$ cat config.mk
export PLATFORM = sky130hd
export DESIGN_NAME = logic_gate_unit
export DESIGN_NICKNAME = d
export VERILOG_FILES = /design/src/rtl/logic_gate_unit.sv
export SDC_FILE = /design/constraint.sdc
export NUM_CORES = 1
export LEC_CHECK = 0
export ABC_CLOCK_PERIOD_IN_PS = 3850
export BUFFER_PORTS_ARGS = -buffer_cell sky130_fd_sc_hd__buf_2
export CAP_MARGIN = 25
export CORE_MARGIN = 1.5
export CORE_UTILIZATION = 50
export CTS_CLUSTER_DIAMETER = 150
export CTS_CLUSTER_SIZE = 30
export DETAILED_ROUTE_END_ITERATION = 8
export GPL_TIMING_DRIVEN = 0
export PLACE_DENSITY = 0.76
export SLEW_MARGIN = 25
export SYNTH_ARGS = -nofsm -noshare
export SYNTH_HDL_FRONTEND = slang
export SYNTH_SLANG_ARGS = --single-unit
$ cat constraint.sdc
create_clock -name clk -period 3.85 [get_ports clk]
set_clock_uncertainty 0.2 [all_clocks]
set_input_delay 0.77 -clock clk [delete_from_list [all_inputs] [get_ports clk]]
set_output_delay 0.77 -clock clk [all_outputs]
set_load 0.05 [all_outputs]
$ cat src/rtl/logic_gate_unit.sv
// Registered bitwise gate unit with valid/ready handshakes and optional
// multi-beat accumulate bursts folded into a single held result.
module logic_gate_unit #(
  parameter int unsigned WIDTH = 8,
  parameter int unsigned CNT_W = 4
) (
  input  logic             clk,
  input  logic             rst,
  input  logic             in_valid,
  output logic             in_ready,
  input  logic [WIDTH-1:0] in_a,
  input  logic [WIDTH-1:0] in_b,
  input  logic [2:0]       in_op,
  input  logic             in_acc,
  input  logic             in_last,
  output logic             out_valid,
  input  logic             out_ready,
  output logic [WIDTH-1:0] out_y,
  output logic             out_parity,
  output logic [CNT_W-1:0] out_count,
  output logic             out_ovf
);

  typedef enum logic [1:0] {IDLE, ACCUM, HOLD} state_t;

  localparam logic [CNT_W-1:0] CNT_MAX = '1;

  state_t             state_q, state_d;
  logic [WIDTH-1:0]   acc_q, acc_d;
  logic [2:0]         op_q, op_d;
  logic [CNT_W-1:0]   count_q, count_d;
  logic               ovf_q, ovf_d;
  logic [WIDTH-1:0]   y_q, y_d;
  logic               parity_q, parity_d;
  logic [CNT_W-1:0]   ocount_q, ocount_d;
  logic               oovf_q, oovf_d;
  logic               accept;

  function automatic logic [WIDTH-1:0] gate_f(input logic [2:0] op,
                                              input logic [WIDTH-1:0] x,
                                              input logic [WIDTH-1:0] y);
    logic [WIDTH-1:0] r;
    case (op)
      3'd0:    r = x | y;
      3'd1:    r = x & y;
      3'd2:    r = ~x;
      3'd3:    r = x ^ y;
      3'd4:    r = ~(x | y);
      3'd5:    r = ~(x & y);
      3'd6:    r = ~(x ^ y);
      default: r = (~x) ^ (x | y);
    endcase
    return r;
  endfunction

  assign in_ready   = (state_q != HOLD);
  assign out_valid  = (state_q == HOLD);
  assign out_y      = y_q;
  assign out_parity = parity_q;
  assign out_count  = ocount_q;
  assign out_ovf    = oovf_q;
  assign accept     = in_valid && in_ready;

  always_comb begin
    state_d  = state_q;
    acc_d    = acc_q;
    op_d     = op_q;
    count_d  = count_q;
    ovf_d    = ovf_q;
    y_d      = y_q;
    parity_d = parity_q;
    ocount_d = ocount_q;
    oovf_d   = oovf_q;
    case (state_q)
      IDLE: begin
        if (accept) begin
          acc_d   = gate_f(in_op, in_a, in_b);
          op_d    = in_op;
          count_d = CNT_W'(1);
          ovf_d   = 1'b0;
          state_d = (!in_acc || in_last) ? HOLD : ACCUM;
        end
      end
      ACCUM: begin
        if (accept) begin
          acc_d = gate_f(op_q, acc_q, in_a);
          if (count_q == CNT_MAX) ovf_d = 1'b1;
          else                    count_d = count_q + CNT_W'(1);
          if (in_last) state_d = HOLD;
        end
      end
      default: begin
        if (out_ready) state_d = IDLE;
      end
    endcase
    // Result registers load only on entry to HOLD so they keep the last result elsewhere
    if (state_d == HOLD && state_q != HOLD) begin
      y_d      = acc_d;
      parity_d = ^acc_d;
      ocount_d = count_d;
      oovf_d   = ovf_d;
    end
  end

  always_ff @(posedge clk) begin
    if (rst) begin
      state_q  <= IDLE;
      acc_q    <= '0;
      op_q     <= '0;
      count_q  <= '0;
      ovf_q    <= 1'b0;
      y_q      <= '0;
      parity_q <= 1'b0;
      ocount_q <= '0;
      oovf_q   <= 1'b0;
    end else begin
      state_q  <= state_d;
      acc_q    <= acc_d;
      op_q     <= op_d;
      count_q  <= count_d;
      ovf_q    <= ovf_d;
      y_q      <= y_d;
      parity_q <= parity_d;
      ocount_q <= ocount_d;
      oovf_q   <= oovf_d;
    end
  end

endmodule

; After elaboration in Yosys (flattened, before gate mapping)
; Cells that the tools add are included.
[classes]
n_addsub = 1
eq_ne = 17
mux = 19
n_bitwise = 16
n_reduce_logical = 9
[ops]
columns = operator, n
row1 = $pmux 8 s7, 2
row2 = $not 8->8, 8
row3 = $xor 8x8->8, 4
row4 = $eq 3x3->1 const B, 6
row5 = $and 8x8->8, 2
row6 = $mux 8, 2
row7 = $or 8x8->8, 2
row8 = $pmux 8 s2, 1
row9 = $eq 3x2->1 const B, 4
row10 = $mux 4, 3
row11 = $mux 2, 5
row12 = $pmux 4 s2, 1
row13 = $reduce_xor 8->1, 1
row14 = $eq 3x1->1 const B, 2
row15 = $logic_not 3->1, 2
row16 = $add 4x1->4 const B, 1
row17 = $eq 2x2->1 const B, 2
row18 = $eq 4x4->1 const B, 1
row19 = $pmux 2 s2, 1
row20 = $mux 1, 3
row21 = $eq 2x1->1 const B, 1
row22 = $logic_and 1x1->1, 2
row23 = $logic_not 2->1, 1
row24 = $ne 2x2->1 const B, 1
row25 = 4 further kinds, 4
[totals]
register_bits = 32
inputBits = 25
output_inout_bits = 16
word_cells = 71

; Depth between registers and ports, before layout
[logic_depth]
depth_word = 7
depth_mapped = 11
ltp_nobuf = 10

; Worst setup path before layout
; No wires, ideal clock.
[synth_timing]
kind = input to register
start = input in_a[6]
end = register parity_q, in the netlist out_parity
setup_time_ps = 79
t_arrival_ps = 3005
required_ps = 3571
path_slack_ps = 566
path_stages = 9
path_cell_list = inv_1 -> ha_1 -> mux2_2 -> mux4_2 -> a221oi_1 -> xor2_1 -> xnor3_1 -> xnor3_1 -> a211oi_2
[synth_between]
elab_chain_cells = 6
word_cells_on_any_way = 21
cone_classes = 5 x mux / 15 x bitwise / 1 x reduce/logical
[synth_rtl]
columns = item, line
row1 = from (decl), 11  ; input logic [WIDTH-1:0] in_a,
row2 = $or 8x8->8 (tied with other cells), "44, 48, 51"
row3 = $xor 8x8->8 (tied with other cells), 51  ; default: r = (~x) ^ (x | y);
row4 = $pmux 8 s7, 43  ; case (op)
row5 = $mux 8 (on tied branches), "85, 76"
row6 = $pmux 8 s2 (*), 74  ; case (state_q)
row7 = $reduce_xor 8->1 (*), 99  ; parity_d = ^acc_d;
row8 = to (signal assigned), 123  ; parity_q <= parity_d;
row9 = to (decl), 34  ; logic parity_q, parity_d;
; Every way passes the cells marked *; elsewhere a longest branch is shown, timed or not.
; A chain may end at the register's enable or synchronous reset.

; Worst setup path in the final report
; Same ends and word-level chain as after synthesis.

==> impl_results.md <==
* Vias at 3006
* Syn nets at 462
* Clock Power Share at 0.308
* Worst setup SP type: input port
* DP Wirelength at 6080 um
* Final Core Density at 0.592
* Min Tclk post-route at 3480 ps
* ANT nets after route at 0
* Area Overhead vs Synth at 13.3%
* Worst vdd ir at between 0.3 and 0.4 mV
* WP data arrival at 3490 ps
* Clock Sinks at 32
* Initial antenna violation count at 0
* Clock transition at path regs at 70 ps
* Crit Reg-Reg Endpoint: out_parity
* Yosys top cell by area: dfxtp_1
* Vias per cell at 5.89
* Yosys Warn Count at 0
* CTS max path bufs at 2
* Sw frac at 0.345
* Syn Inst Count at 388
* Post-CTS Resized at 0
* Leakage at 1.60 nW
* CP Capture Point: out_parity
* Async SR Flop Fraction at 0
* EDFF count, synth at 0
* Wire per inst at 15.9 um
* R2R Setup Slk at 640 ps
* Vias in the first global route at 2708
* GP Congestion at 0.900
* H-tree Lvls at 2
* # port buffers at 39
* Max Cap Viol at 0
* Crit. End Element: flop
* Result of the run: finished clean
* Worst Setup SP: in_a[6]
* Top-area cell type share of the netlist area at 0.206
* Die area at 6710 sq um
* Clock Latency Late Sink at 290 ps
* Share of cells above drive strength 1 at 0.161
* Synth top area cells: dfxtp_1 (21%), ha_1 (20%), a21oi_1 (5.0%), nor2_1 (4.5%), a211oi_1 (4.1%)
* Synth Flop Type: dfxtp_1
* Final nets at just over 500
* Post-CTS Setup Repair Bufs at 0
* Core area at 5960 sq um
* DRT iter0 DRCs at 267
* Root buffer cell: clkbuf_8
* Max Fanout on Critical Path at 4
* DRC violations left at 0
* TritonCTS Buffers at 5
* Hold depth at 2
* Logic pwr share at 0.365
* First-pass GRT wire length at 12900 um
* I/O pin cnt at 41
* Die height at 81.9 um
* Most common cell in the netlist: ha_1
* Initial core utilization at 0.522
* Row count at 28
* # diodes at 0
* Mean post-synth cell area at 8.02 sq um
* Final slew viol count at 0
* Total track usage at 0.252
* Flops & latches, synth at 32
* Grt total ovfl at 0
* Max transition margin at 0.530
* Least-Margin Pin Slew at approximately 710 ps
* Fin. Hold Viols at 0
* Largest net degree at the start of global routing at 11
* CTS tree: built
* PwrDens at 325 nW/um^2
* TNS Setup at 0 ps
* Cts hold-fix bufs at 0
* Post-Route WL at about 8000 um
* Die Span X at 81.9 um
* Fmax at 287 MHz
* Critical path's largest stage delay at 500 ps
* Post-synth cell types at 52
* Period utilization at 0.904
* Worst reg-to-reg path cell count at 10
* RSZ-0062 raised after global routing: false
* Internal power at 0.751 mW
* Sequential area share after synthesis at 0.206
* Crit-path cells: buf_2 > inv_1 > ha_1 > mux2_2 > mux4_2 > a221oi_1 > xor2_1 > xnor3_1 > xnor3_1 > a211oi_2
* Register share of total power at 0.327
* Slowest CP cell: a221oi_1
* Synth top cells by count: ha_1 (49), nor2_1 (37), dfxtp_1 (32)
* Crit path required time at between 3000 and 4000 ps
* P_sw at 0.396 mW
* Reg2reg start: acc_q[3]
* Worst hold path class: reg -> reg
* Mapped cell area at between 3000 and 4000 sq um
* First-pass DRT Iterations at 5
* Final setup fails at 0
* Critical path class: in -> reg
* CP most frequent cell: xnor3_1
cell type report:
type | count | area [sq um]
Buffer | 29 | 166
Clock buffer | 7 | 96.3
Clock inverter | 1 | 30.0
Fill cell | 557 | 2430
Inverter | 32 | 120
Multi-Input combinational cell | 295 | 2180
Sequential cell | 32 | 641
Tap cell | 75 | 93.8
Timing Repair Buffer | 39 | 195
registers in the layout (all words and copies together), names as in the netlist:
register	cells
out_y	8
ovf_q	1
acc_q	8
op_q	3
out_count	4
state_q	2
out_parity	1
out_ovf	1
count_q	4
cell usage in the layout, fill, tap and decap left out, types with 3 or more instances in the layout:
cell type / Yosys / routed
a21oi_1: 31 / 31
o21bai_1: 3 / 3
nor2_1: 37 / 37
clkbuf_8: 0 / 7
clkbuf_1: 12 / 12
ha_1: 49 / 49
inv_1: 31 / 31
a221o_1: 4 / 4
buf_2: 11 / 50
mux2_2: 3 / 3
mux2i_1: 11 / 11
nor2b_1: 17 / 17
nand3_1: 7 / 7
o311ai_0: 5 / 5
nand2b_1: 8 / 8
and3_1: 3 / 3
xor2_1: 3 / 3
o21ai_0: 21 / 21
dfxtp_1: 32 / 32
o211ai_1: 3 / 3
a211oi_1: 17 / 17
nor3_1: 5 / 5
nand2_1: 25 / 25
a221oi_1: 11 / 11
worst max-delay path: cells and delay by family:
family / cells / cell delay (ps)
buffers and inverters: 2 / 240
multiplexers: 2 / 730
XOR/XNOR: 3 / 710
AO/OA/AOI/OAI: 2 / 730
adder cells (fa/ha/maj): 1 / 310
per-layer routing:
layer  vias to the layer above  part of all wire  track usage
met5                         -                 0            0
met4                         0             0.021       0.0831
met3                        18             0.053       0.0356
met2                       106              0.47        0.419
met1                      1416              0.45        0.333
li1                       1466                 -            -
worst min-delay path by stage:
stage	from	end	slack, ps
2_1_floorplan	ovf_q	ovf_q	270
3_3_place_gp	out_ovf	out_ovf	260
3_5_place_dp	out_ovf	out_ovf	270
4_1_cts	out_ovf	out_ovf	280
5_1_grt	out_ovf	out_ovf	300
6_report	out_ovf	out_ovf	280
logic make-up after synthesis:
logic type,synth area share
mux,0.0607
flops,0.206
fa+ha+maj,0.197
simple gates,0.174
compound gates,0.244
buf+inv,0.0921
xor+xnor,0.0257
power by group through the flow:
stage               combinational [mW]  sequential [mW]  clock, mW
finish                           0.419            0.374      0.353
detailed placement               0.415            0.381          0
global placement                 0.402            0.380          0
CTS                              0.417            0.374      0.357
floorplan                        0.273            0.416          0
global route                     0.460            0.377      0.368
metrics by stage:
step	area, sq um	hold WS (ps)	power [mW]	setup WS (ps)	instances
after global routing	3530	302	1.21	157	510
after global placement	3400	260	0.782	185	502
final	3530	281	1.15	370	510
after floorplan	3110	273	0.689	566	388
after CTS	3530	278	1.15	343	510
after detailed placement	3400	266	0.796	58.0	502
No activity file was read; power rests on OpenSTA's default activity.
